<file path="config.mk">
export PLATFORM = sky130hd
export DESIGN_NAME = motion_update_broadcaster
export DESIGN_NICKNAME = d
export VERILOG_FILES = /design/src/rtl/motion_update_broadcaster.sv
export SDC_FILE = /design/constraint.sdc
export NUM_CORES = 1
export LEC_CHECK = 0
export ABC_AREA = 0
export BUFFER_PORTS_ARGS = -buffer_cell sky130_fd_sc_hd__buf_4
export CAP_MARGIN = 30
export CORE_ASPECT_RATIO = 1.25
export CORE_MARGIN = 4
export CORE_UTILIZATION = 47
export DETAILED_ROUTE_END_ITERATION = 12
export PLACE_DENSITY = 0.89
export SLEW_MARGIN = 20
export SYNTH_ARGS = -nofsm -noshare
export SYNTH_HDL_FRONTEND = slang
export SYNTH_SLANG_ARGS = --single-unit
</file>
<file path="constraint.sdc">
create_clock -name clk -period 4.3 [get_ports clk]
set_clock_uncertainty 0.15 [all_clocks]
set_input_delay 0.86 -clock clk [delete_from_list [all_inputs] [get_ports clk]]
set_output_delay 0.86 -clock clk [all_outputs]
set_load 0.1 [all_outputs]
</file>
<file path="src/rtl/motion_update_broadcaster.sv">
`timescale 1ns/1ps
// motion_update_broadcaster
// Sweeps every cell of the X*Y*Z grid, reads each particle's position and
// velocity from the caches, applies pos += vel with periodic wrap per axis
// and broadcasts the new position, unchanged velocity and destination cell.
//
// Ports
//   clk, rst                 clock, synchronous active-high reset
//   start                    one-cycle pulse that begins a sweep (ignored while busy)
//   rd_cell_id/rd_address    cache read request {x,y,z} / address, qualified by rd_en
//   pos_in, vel_in           cache readout {z,y,x}, two cycles after the request
//   motion_update_enable     high from the first count read to the last broadcast
//   out_pos_data/out_vel_data/out_dst_cell/out_data_valid  broadcast word (zero when invalid)
//   busy, done               sweep in progress / one-cycle completion pulse
module motion_update_broadcaster #(
  parameter int DATA_WIDTH    = 32,
  parameter int ADDR_WIDTH    = 8,
  parameter int CELL_ID_WIDTH = 4,
  parameter int CELL_NUM_X    = 3,
  parameter int CELL_NUM_Y    = 3,
  parameter int CELL_NUM_Z    = 3,
  parameter int PARTICLE_NUM  = 220
) (
  input  logic                       clk,
  input  logic                       rst,
  input  logic                       start,
  output logic [3*CELL_ID_WIDTH-1:0] rd_cell_id,
  output logic [ADDR_WIDTH-1:0]      rd_address,
  output logic                       rd_en,
  input  logic [3*DATA_WIDTH-1:0]    pos_in,
  input  logic [3*DATA_WIDTH-1:0]    vel_in,
  output logic                       motion_update_enable,
  output logic [3*DATA_WIDTH-1:0]    out_pos_data,
  output logic [3*DATA_WIDTH-1:0]    out_vel_data,
  output logic [3*CELL_ID_WIDTH-1:0] out_dst_cell,
  output logic                       out_data_valid,
  output logic                       busy,
  output logic                       done
);

  // state      | meaning
  // IDLE       | waiting for start
  // READ_COUNT | request address 0 (particle count) of the current cell
  // WAIT_COUNT | two cycles of cache latency, then latch the clamped count
  // STREAM     | request particle addresses 1..count back-to-back
  // DRAIN      | two cycles for the last reads to come back
  // NEXT_CELL  | advance z fastest, then y, then x
  // FINISH     | enable low, two cycles for the receiver, then done
  typedef enum logic [2:0] {
    IDLE, READ_COUNT, WAIT_COUNT, STREAM, DRAIN, NEXT_CELL, FINISH
  } state_t;

  localparam int FRAC_W = DATA_WIDTH - CELL_ID_WIDTH;
  localparam logic [CELL_ID_WIDTH-1:0] NUM_X   = CELL_ID_WIDTH'(CELL_NUM_X);
  localparam logic [CELL_ID_WIDTH-1:0] NUM_Y   = CELL_ID_WIDTH'(CELL_NUM_Y);
  localparam logic [CELL_ID_WIDTH-1:0] NUM_Z   = CELL_ID_WIDTH'(CELL_NUM_Z);
  localparam logic [CELL_ID_WIDTH-1:0] ONE_ID  = CELL_ID_WIDTH'(1);
  localparam logic [ADDR_WIDTH-1:0]    MAX_CNT = ADDR_WIDTH'(PARTICLE_NUM);
  localparam logic [ADDR_WIDTH-1:0]    ONE_A   = ADDR_WIDTH'(1);

  state_t                     state_q, state_d;
  logic                       phase_q, phase_d;
  logic [CELL_ID_WIDTH-1:0]   cell_x_q, cell_x_d;
  logic [CELL_ID_WIDTH-1:0]   cell_y_q, cell_y_d;
  logic [CELL_ID_WIDTH-1:0]   cell_z_q, cell_z_d;
  logic [ADDR_WIDTH-1:0]      count_q, count_d;
  logic [ADDR_WIDTH-1:0]      rd_address_q, rd_address_d;
  logic                       rd_en_q, rd_en_d;
  logic                       pipe1_q, pipe1_d;
  logic                       pipe2_q, pipe2_d;
  logic                       enable_q, enable_d;
  logic                       busy_q, busy_d;
  logic                       done_q, done_d;
  logic                       out_valid_q, out_valid_d;
  logic [3*DATA_WIDTH-1:0]    out_pos_q, out_pos_d;
  logic [3*DATA_WIDTH-1:0]    out_vel_q, out_vel_d;
  logic [3*CELL_ID_WIDTH-1:0] out_dst_q, out_dst_d;

  logic [3*DATA_WIDTH-1:0]    new_pos;
  logic [3*CELL_ID_WIDTH-1:0] new_dst;
  logic [DATA_WIDTH-1:0]      wrapped;
  logic [ADDR_WIDTH-1:0]      raw_count, clamp_count;

  function automatic logic [CELL_ID_WIDTH-1:0] axis_cells(input int axis);
    case (axis)
      0:       return NUM_X;
      1:       return NUM_Y;
      default: return NUM_Z;
    endcase
  endfunction

  // Bit DATA_WIDTH of the extended sum acts as its sign; the span is one
  // full box length on this axis in fixed-point.
  function automatic logic [DATA_WIDTH-1:0] wrap_axis(
    input logic [DATA_WIDTH-1:0]    pos,
    input logic [DATA_WIDTH-1:0]    vel,
    input logic [CELL_ID_WIDTH-1:0] ncell
  );
    logic [DATA_WIDTH:0] sum;
    logic [DATA_WIDTH:0] span;
    span = {1'b0, ncell, {FRAC_W{1'b0}}};
    sum  = {1'b0, pos} + {vel[DATA_WIDTH-1], vel};
    if (sum[DATA_WIDTH]) begin
      sum = sum + span;
    end else if (sum[DATA_WIDTH-1 -: CELL_ID_WIDTH] >= ncell) begin
      sum = sum - span;
    end
    return sum[DATA_WIDTH-1:0];
  endfunction

  always_comb begin
    new_pos = '0;
    new_dst = '0;
    wrapped = '0;
    for (int a = 0; a < 3; a++) begin
      wrapped = wrap_axis(pos_in[a*DATA_WIDTH +: DATA_WIDTH],
                          vel_in[a*DATA_WIDTH +: DATA_WIDTH], axis_cells(a));
      new_pos[a*DATA_WIDTH +: DATA_WIDTH] = wrapped;
      // positions are {z,y,x} but cell IDs are {x,y,z}
      new_dst[(2-a)*CELL_ID_WIDTH +: CELL_ID_WIDTH] =
        wrapped[DATA_WIDTH-1 -: CELL_ID_WIDTH] + ONE_ID;
    end
  end

  assign raw_count   = pos_in[ADDR_WIDTH-1:0];
  assign clamp_count = (raw_count > MAX_CNT) ? MAX_CNT : raw_count;

  always_comb begin
    state_d      = state_q;
    phase_d      = phase_q;
    cell_x_d     = cell_x_q;
    cell_y_d     = cell_y_q;
    cell_z_d     = cell_z_q;
    count_d      = count_q;
    enable_d     = enable_q;
    busy_d       = busy_q;
    done_d       = 1'b0;
    rd_en_d      = 1'b0;
    rd_address_d = '0;
    // a particle read is in flight for two cycles; its result is
    // registered on the third
    pipe1_d      = (state_q == STREAM);
    pipe2_d      = pipe1_q;
    out_valid_d  = pipe2_q;
    out_pos_d    = pipe2_q ? new_pos : '0;
    out_vel_d    = pipe2_q ? vel_in  : '0;
    out_dst_d    = pipe2_q ? new_dst : '0;

    case (state_q)
      IDLE: begin
        if (start) begin
          state_d  = READ_COUNT;
          cell_x_d = ONE_ID;
          cell_y_d = ONE_ID;
          cell_z_d = ONE_ID;
          busy_d   = 1'b1;
          enable_d = 1'b1;
          rd_en_d  = 1'b1;
        end
      end
      READ_COUNT: begin
        state_d = WAIT_COUNT;
        phase_d = 1'b0;
      end
      WAIT_COUNT: begin
        if (!phase_q) begin
          phase_d = 1'b1;
        end else begin
          phase_d = 1'b0;
          count_d = clamp_count;
          if (clamp_count == '0) begin
            state_d = NEXT_CELL;
          end else begin
            state_d      = STREAM;
            rd_en_d      = 1'b1;
            rd_address_d = ONE_A;
          end
        end
      end
      STREAM: begin
        if (rd_address_q == count_q) begin
          state_d = DRAIN;
          phase_d = 1'b0;
        end else begin
          rd_en_d      = 1'b1;
          rd_address_d = rd_address_q + ONE_A;
        end
      end
      DRAIN: begin
        if (!phase_q) begin
          phase_d = 1'b1;
        end else begin
          phase_d = 1'b0;
          state_d = NEXT_CELL;
        end
      end
      NEXT_CELL: begin
        if (cell_z_q != NUM_Z) begin
          cell_z_d = cell_z_q + ONE_ID;
          state_d  = READ_COUNT;
          rd_en_d  = 1'b1;
        end else if (cell_y_q != NUM_Y) begin
          cell_z_d = ONE_ID;
          cell_y_d = cell_y_q + ONE_ID;
          state_d  = READ_COUNT;
          rd_en_d  = 1'b1;
        end else if (cell_x_q != NUM_X) begin
          cell_z_d = ONE_ID;
          cell_y_d = ONE_ID;
          cell_x_d = cell_x_q + ONE_ID;
          state_d  = READ_COUNT;
          rd_en_d  = 1'b1;
        end else begin
          // the last broadcast (if any) is visible this cycle
          state_d  = FINISH;
          enable_d = 1'b0;
          phase_d  = 1'b0;
        end
      end
      FINISH: begin
        if (!phase_q) begin
          phase_d = 1'b1;
        end else begin
          phase_d  = 1'b0;
          state_d  = IDLE;
          busy_d   = 1'b0;
          done_d   = 1'b1;
          cell_x_d = '0;
          cell_y_d = '0;
          cell_z_d = '0;
        end
      end
      default: state_d = IDLE;
    endcase
  end

  always_ff @(posedge clk) begin
    if (rst) begin
      state_q      <= IDLE;
      phase_q      <= 1'b0;
      cell_x_q     <= '0;
      cell_y_q     <= '0;
      cell_z_q     <= '0;
      count_q      <= '0;
      rd_address_q <= '0;
      rd_en_q      <= 1'b0;
      pipe1_q      <= 1'b0;
      pipe2_q      <= 1'b0;
      enable_q     <= 1'b0;
      busy_q       <= 1'b0;
      done_q       <= 1'b0;
      out_valid_q  <= 1'b0;
      out_pos_q    <= '0;
      out_vel_q    <= '0;
      out_dst_q    <= '0;
    end else begin
      state_q      <= state_d;
      phase_q      <= phase_d;
      cell_x_q     <= cell_x_d;
      cell_y_q     <= cell_y_d;
      cell_z_q     <= cell_z_d;
      count_q      <= count_d;
      rd_address_q <= rd_address_d;
      rd_en_q      <= rd_en_d;
      pipe1_q      <= pipe1_d;
      pipe2_q      <= pipe2_d;
      enable_q     <= enable_d;
      busy_q       <= busy_d;
      done_q       <= done_d;
      out_valid_q  <= out_valid_d;
      out_pos_q    <= out_pos_d;
      out_vel_q    <= out_vel_d;
      out_dst_q    <= out_dst_d;
    end
  end

  assign rd_cell_id           = {cell_x_q, cell_y_q, cell_z_q};
  assign rd_address           = rd_address_q;
  assign rd_en                = rd_en_q;
  assign motion_update_enable = enable_q;
  assign out_pos_data         = out_pos_q;
  assign out_vel_data         = out_vel_q;
  assign out_dst_cell         = out_dst_q;
  assign out_data_valid       = out_valid_q;
  assign busy                 = busy_q;
  assign done                 = done_q;

endmodule

</file>
* Word-level counts from Yosys, hierarchy flattened
Cells that the tools add are included.
** Word-level totals
- Logic and storage cells :: 130
- Output and inout bits :: 229
- Bits of input ports :: 195
- Register bits after elaboration :: 243
** Cells by class
- Mux-type cells :: 53
- Add/sub/neg operators :: 16
- Magnitude comparators :: 4
- Reduce and logical (&&, ||, !) cells :: 17
- Eq/ne operators :: 21
- Bitwise operators :: 2
** Operators with widths (count)
- two-way mux 32 bit :: 6
- adder 32 x 33 -> 33 bit :: 3
- adder 32 x 30 -> 32 bit, second input constant :: 3
- subtractor 32 x 30 -> 32 bit, second input constant :: 3
- two-way mux 4 bit :: 10
- case mux 4 bit (3 select lines) :: 3
- two-way mux 3 bit :: 9
- adder 4 x 1 -> 4 bit, second input constant :: 6
- case mux 3 bit (7 select lines) :: 1
- AND reduction 5 bit :: 4
- two-way mux 1 bit :: 17
- two-way mux 8 bit :: 2
- inequality test 2 bit, second input constant :: 8
- case mux 8 bit (2 select lines) :: 1
- >= comparator 4 x 2 -> 1 bit, second input constant :: 3
- inequality test 4 x 2 -> 1 bit, second input constant :: 3
- == test 3 bit, second input constant :: 3
- adder 8 x 1 -> 8 bit, second input constant :: 1
- == test 8 bit :: 1
- greater-than comparator 8 bit, second input constant :: 1
- zero test 8 bit :: 1
- case mux 1 bit (4 select lines) :: 2
- == test 3 x 2 -> 1 bit, second input constant :: 2
- AND reduction 6 bit :: 1
- 15 further kinds :: 19

* Logic depth before layout (Yosys ltp)
Gate-level depths: netlist of run 1.
- Word-level depth :: 6
- Gate-level depth with buffers :: 20
- Gate-level depth less buffers :: 18

* Worst setup path after synthesis of run 1
No wires, ideal clock.
- Path type :: in2reg
- Start point :: in pos_in[6]
- End point :: reg out_dst_q[11] (netlist: out_dst_cell[11])
- Buffers on the path :: 1
- Cell stages on the path :: 15
- Data arrival time :: 4.476 ns
- Slack :: -0.398 ns
- Cells stage by stage :: ha_1 > buf_2 > a2111oi_0 > o21ai_1 > a31oi_2 > o211ai_2 > a221oi_2 > o21ba_1 > xor2_1 > inv_1 > ha_1 > nor3_1 > a31oi_1 > or4_1 > mux2i_1
** Between the ends
- Cells in the longest elaborated chain, start to end :: 5
** Ends and longest elaborated chain
- start: declaration :: line 30 : input logic [3*DATA_WIDTH-1:0] pos_in,
- adder 32 x 33 -> 33 bit * :: line 102 : sum = {1'b0, pos} + {vel[DATA_WIDTH-1], vel};
- subtractor 32 x 30 -> 32 bit or >= comparator 4 x 2 -> 1 bit (tied branches) :: line 106, 105
- two-way mux 32 bit :: line 105 : end else if (sum[DATA_WIDTH-1 -: CELL_ID_WIDTH] >= ncell) begin
- two-way mux 32 bit * :: line 103 : if (sum[DATA_WIDTH]) begin
- adder 4 x 1 -> 4 bit * :: line 121 : wrapped[DATA_WIDTH-1 -: CELL_ID_WIDTH] + ONE_ID;
- end signal: assignment :: line 273 : out_dst_q <= out_dst_d;
- end: declaration :: line 77 : logic [3*CELL_ID_WIDTH-1:0] out_dst_q, out_dst_d;
Every way passes the cells marked *; elsewhere a longest branch is shown, timed or not.
A chain may end at the register's enable or synchronous reset.

* Final worst setup path of run 1
- Start point :: in pos_in[0]
- End point :: reg out_dst_q[11] (netlist: out_dst_cell[11])
The elaborated chain is that of the path after synthesis.

==> flow_summary.ini, run 1 <==
[final_layout]
fillers = 2072
instances_no_fill = 2439
seq_area_mm2 = 0.004865
antenna_cells = 0
multi_input_area_mm2 = 0.007989
synthToLayoutAreaGrowth_pct = 41.69
nets = 2376
drive_above_1_share_pct = 31.83
design_area_mm2 = 0.01866

[job]
drv_cap = 0

[critical_path]
max_stage_delay_ns = 0.45
crit_chain = buf_4, ha_2, inv_2, fa_2, nor2b_4, o31a_1, o2111a_2, buf_4, o311ai_2, a211oi_1, or3_1, buf_4, o2bb2ai_1, nor4b_1, nor3_1, a21oi_1, mux2i_1
endpoint_kind = flop
critPathTopFamily = compound AO/OA/AOI/OAI gates
cp_common_cell = buf_4
crit_fanout = 5
worstReg2RegEnd = cell_y_q[3]$_SDFFE_PP0P_
worst-endpoint-required_ns = 4.60
worstReg2RegStart = state_q[0]$_SDFFE_PP0P_
path_class = in -> reg
start_kind = primary input
reg2reg_depth = 7
crit_arrival_ns = 4.40
cpMaxStageDelayCell = nor4b_1
reg2reg_setup_slack_ns = 1.60
crit_buf_inv = 4

[detailed_routing]
drt_iter0_drc = 643
route.vias.total = 13538
antenna_left = 0
finalWirelength_mm = 42.67
vias_per_cell = 5.551
dr.pass1.iters = 6
routedWlPerCell_um = 17.50
drc = 0

[clock_tree]
path_clk_slew_ns = 0.06
post_cts.repair.setup_buffers = 0
numCtsBuffers = 25
clkLatencyLatePin_ns = 0.53
htreeDepth = 1
cts_tree = done
clockBufferDepth = 3
root_buffer = clkbuf_16
cts_sinks = 243

[synth]
synth_flop_cell = dfxtp_1
synth_area_leaders = dfxtp_1 37%, ha_1 10%, and2_1 5.4%
synth_top_area_cell = dfxtp_1
yosysMostFrequentCell = dfxtp_1
syn-num-nets = 1826
syn_inst = 1520
syn-cell-area_mm2 = 0.01317
synth_area_per_cell_um2 = 8.665
synth_edf_count = 0
yosysWarnings = 0
yosys.area.top_type_share_pct = 36.94
synth_common_cells = 243 x dfxtp_1, 161 x nor2_1, 117 x a21oi_1
ys_seq_area_share_pct = 36.94
synth-seq-cells = 243
ys_async_sr_fraction_pct = 0
ys_types = 86

[die]
die_area_mm2 = 0.03078
dieHeight_um = 195.2
core_mm2 = 0.02765
initial_core_util_pct = 47.63
dieWidth_um = 157.7
rows = 68
io-pin-count = 424

[hold_path]
hp-start = pipe1_q$_SDFF_PP0_
hold_path.class = reg -> reg
whs_path_depth = 1
min_to = out_valid_d$_SDFF_PP0_

[sta]
layout_min_cycle_time_ns = 4.098
setup_violations = 0
hold_ws_ns = 0.3085
maxSlewHeadroom_pct = 40.76
worst_slack_ns = 0.2018
slew_viol_final = 0
hold_viol_final = 0
rsz0062_at_grt = no
finalCritPeriodShare_pct = 95.31
fmax_mhz = 244.0
worst_pin_slew_ns = 0.8859

[placed_design]
place_area_mm2 = 0.01784
globalplace.congestion = 0.9414
pre_cts_ws_ns = -0.3291
dp_cells = 2393
port_buffers = 423
place_hpwl_mm = 33.70

[grt]
grtUsageTotal_pct = 26.04
antenna_found_initial = 0
grt_pass1_vias = 13627
grt_start_max_net_pins = 59
grt-ovfl-total = 0
grt_first_pass_wirelength_mm = 66.52

[power]
peakVddDrop_mv = 0.3543
p_leak_uw = 0.008983
p_per_area_mw_per_mm2 = 351.2
power.total_uw = 6553

[outcome]
status = complete, no violations
## worst max-delay path by stage
stage	start	to	slack, ns	cells after the start
3_3_place_gp	vel_in[32]	out_dst_cell[5]$_SDFF_PP0_	-0.23	19
5_1_grt	pos_in[32]	out_dst_cell[5]$_SDFF_PP0_	0.04	19
4_1_cts	pos_in[32]	out_dst_cell[5]$_SDFF_PP0_	0.23	19
3_5_place_dp	pos_in[32]	out_dst_cell[5]$_SDFF_PP0_	-0.33	19
6_report	pos_in[0]	out_dst_cell[11]$_SDFF_PP0_	0.20	17
2_1_floorplan	pos_in[0]	out_dst_cell[11]$_SDFF_PP0_	-0.004	16
## repair_timing
action,in CTS,in global routing
setup endpoints to repair,0,2
gates resized for setup,0,1
hold buffers,0,0
## cells in the final DEF, fill, tap and decap left out, drive strengths merged, types with 7 or more instances in the layout
cell,Yosys,routed
ha,108,108
nand2b,21,21
a21oi,117,117
or2,7,7
a211o,7,7
nor3b,12,12
o31ai,8,8
a211oi,21,21
a2111oi,9,9
nor2,161,161
o21ai,59,59
nand4,18,18
o21bai,11,11
o21a,15,15
dfxtp,243,243
xnor2,39,39
buf,12,581
or3,11,11
and3,22,22
and2,115,115
nand2,87,87
o211ai,10,10
nor4,8,8
xor2,54,54
nand3,31,31
nor2b,13,13
mux2i,11,11
a21o,42,42
inv,49,50
and4,8,8
nor3,40,40
a31oi,19,19
clkbuf,46,38
## per-stage QoR
| step | setup TNS (ns) | util (%) |
|---|---|---|
| 5_1_grt | 0 | 67.48 |
| 3_5_place_dp | -2.503 | 64.53 |
| 6_report | 0 | 67.48 |
| 4_1_cts | 0 | 67.48 |
| 2_1_floorplan | -0.004058 | - |
| 3_3_place_gp | -1.068 | 64.53 |
## cells by family after synthesis
kind of cell / after synthesis / synth area share (%)
fa+ha+maj: 111 / 10.72
xor+xnor: 94 / 6.413
mux: 12 / 0.9216
flops: 243 / 36.94
compound gates: 384 / 19.57
buf+inv: 108 / 3.201
simple gates: 568 / 22.24
## worst register-to-register path, stage by stage, from the launching register on
cell and delay [ns]:
dfxtp_1 0.58, inv_1 0.20, nor2_1 0.19, nand2_1 0.15, o32ai_1 0.83, nand4_1 0.20, xor2_1 0.18, nor3_1 0.14
## registers in the layout (all words and copies together), names as in the netlist, 3 cells and up
name,flops
count_q,8
cell_z_q,4
state_q,3
cell_x_q,4
rd_address,8
out_vel_data,96
cell_y_q,4
out_dst_cell,12
out_pos_data,96
## final cells by class
cell class | instances | share of cell area (%)
Clock inverter | 8 | 0.3218
Inverter | 50 | 1.033
Timing Repair Buffer | 581 | 23.37
Sequential cell | 243 | 26.07
Tap cell | 350 | 2.347
Multi-Input combinational cell | 1169 | 42.81
Clock buffer | 38 | 4.043
## metal layers
metal	global-route usage, %	up-vias	routed length (um)
li1	-	6529	-
met1	28.10	6282	15520
met2	48.44	600	22020
met3	5.808	127	3444
met4	10.20	0	1691
met5	0	-	0
## power breakdown
group          switching [uW]  internal, uW  leakage (uW)
logic                    1170           893       0.00663
clock network             924          1220      0.000397
registers                50.3          2300       0.00196
Note: power is estimated with default switching activity, not from simulation.
==> run 2, diff against run 1 <==
==> constraint.sdc (replaced) <==
create_clock -name clk -period 4.3 [get_ports clk]
set_clock_uncertainty 0.15 [all_clocks]
set_input_delay 0.43 -clock clk [delete_from_list [all_inputs] [get_ports clk]]
set_output_delay 0.43 -clock clk [all_outputs]
set_load 0.1 [all_outputs]
==> flow_summary.ini, run 2 (same netlist as run 1, synthesis figures left out) <==
[sta]
setup_violations = 0
hold_viol_final = 0
setup_tns_ns = 0
fmax_mhz = 236.3
maxSlewHeadroom_pct = 39.99
layout_min_cycle_time_ns = 4.232
finalCritPeriodShare_pct = 98.41
worst_pin_slew_ns = 0.8974
slew_viol_final = 0
hold_ws_ns = 0.02778

[critical_path]
worst-endpoint-required_ns = 4.57
worstReg2RegStart = state_q[0]$_SDFFE_PP0P_
max_stage_delay_ns = 0.57
reg2reg_setup_slack_ns = 1.55
reg2reg_depth = 7
start_kind = primary input
crit_chain = dlygate4sd3_1, buf_4, ha_1, nand4_1, o211ai_1, o211ai_1, a221oi_1, buf_4, mux2_2, or4_1, nand4_1, a21o_1, o211a_1, inv_1, ha_1, and2_1
crit_fanout = 6
path_class = in -> reg
endpoint_kind = flop
critPathTopFamily = compound AO/OA/AOI/OAI gates
worstReg2RegEnd = cell_y_q[3]$_SDFFE_PP0P_
cpMaxStageDelayCell = or4_1
crit_arrival_ns = 4.50
crit_buf_inv = 4

[power]
p_per_area_mw_per_mm2 = 344.4
peakVddDrop_mv = 0.3265
power.total_uw = 6478
p_leak_uw = 0.008862

[hold_path]
whs_path_depth = 2
hp-start = vel_in[41]
min_to = out_vel_data[41]$_SDFF_PP0_
hold_path.class = in -> reg

[grt]
antenna_found_initial = 0
grt_start_max_net_pins = 53
grt_pass1_vias = 14155
grtUsageTotal_pct = 27.84
grt_first_pass_wirelength_mm = 70.77
grt-ovfl-total = 0

[placed_design]
port_buffers = 423
globalplace.congestion = 0.8903
place_hpwl_mm = 32.34
place_area_mm2 = 0.01688
dp_cells = 2275

[clock_tree]
cts_sinks = 243
htreeDepth = 1
root_buffer = clkbuf_16
numCtsBuffers = 25
clockBufferDepth = 3
clkLatencyLatePin_ns = 0.54
cts_tree = done
path_clk_slew_ns = 0.06

[detailed_routing]
route.vias.total = 14008
drc = 0
antenna_left = 0
vias_per_cell = 5.784
routedWlPerCell_um = 19.15
drt_iter0_drc = 963
finalWirelength_mm = 46.39
dr.pass1.iters = 8

[final_layout]
fillers = 1986
instances_no_fill = 2422
synthToLayoutAreaGrowth_pct = 42.82
final_common_cell = buf_4
drive_above_1_share_pct = 27.18
nets = 2361
design_area_mm2 = 0.01881
final_cell_mix = 471 x buf_4, 243 x dfxtp_1, 161 x nor2_1, 114 x and2_1, 112 x a21oi_1

[die]
rows = 68
dieHeight_um = 195.2
die_area_mm2 = 0.03078
io-pin-count = 424
initial_core_util_pct = 47.63
core_mm2 = 0.02765
dieWidth_um = 157.7

[job]
drv_cap = 0

[outcome]
status = complete, no violations
[run 2: final cells by class]
| cell class | instances | area (um2) | share of cell area (%) |
|---|---|---|---|
| Antenna cell | 1 | 2.502 | 0.01330 |
| Clock buffer | 33 | 695.7 | 3.699 |
| Clock inverter | 10 | 71.32 | 0.3792 |
| Inverter | 50 | 187.7 | 0.9978 |
| Multi-Input combinational cell | 1170 | 8053 | 42.81 |
| Sequential cell | 243 | 4865 | 25.86 |
| Tap cell | 350 | 437.9 | 2.328 |
| Timing Repair Buffer | 565 | 4497 | 23.91 |
[run 2: stage by stage]
stage / setup slack, ns / util, %
global route: -0.05135 / 68.01
detailed placement: -0.03616 / 61.05
finish: 0.06841 / 68.02
floorplan: 0.03247 / -
global placement: 0.07782 / 60.91
CTS: 0.007262 / 67.16
[run 2: what timing repair did]
item | 4_1_cts | 5_1_grt
endpoints found under the hold margin | 92 | 0
buffers inserted | 0 | 10
hold buffers | 92 | 0
endpoints found under the setup margin | 0 | 12
resized for setup | 0 | 34
[run 2: worst max path at each step]
| stage | cells after the start | slack [ns] | from | end |
|---|---|---|---|---|
| 6_report | 16 | 0.07 | vel_in[83] | out_dst_cell[1]$_SDFF_PP0_ |
| 5_1_grt | 17 | -0.05 | pos_in[5] | out_dst_cell[11]$_SDFF_PP0_ |
| 4_1_cts | 17 | 0.007 | vel_in[0] | out_dst_cell[11]$_SDFF_PP0_ |
| 3_5_place_dp | 16 | -0.04 | pos_in[0] | out_dst_cell[11]$_SDFF_PP0_ |
| 3_3_place_gp | 17 | 0.08 | pos_in[32] | out_dst_cell[7]$_SDFF_PP0_ |
| 2_1_floorplan | 15 | 0.03 | pos_in[6] | out_dst_cell[11]$_SDFF_PP0_ |
[run 2: per-layer routing]
metal  GRT usage, %  up-vias  wire, um
li1               -     6500         -
met1          29.48     6469     16220
met2          50.58      811     23430
met3          6.296      228      3859
met4          14.54        0      2886
met5              0        -         0
[run 2: power by group]
part           internal (uW)  switching (uW)  total, uW
clock network           1140             937       2080
registers               2300            52.6       2350
logic                    854            1200       2050
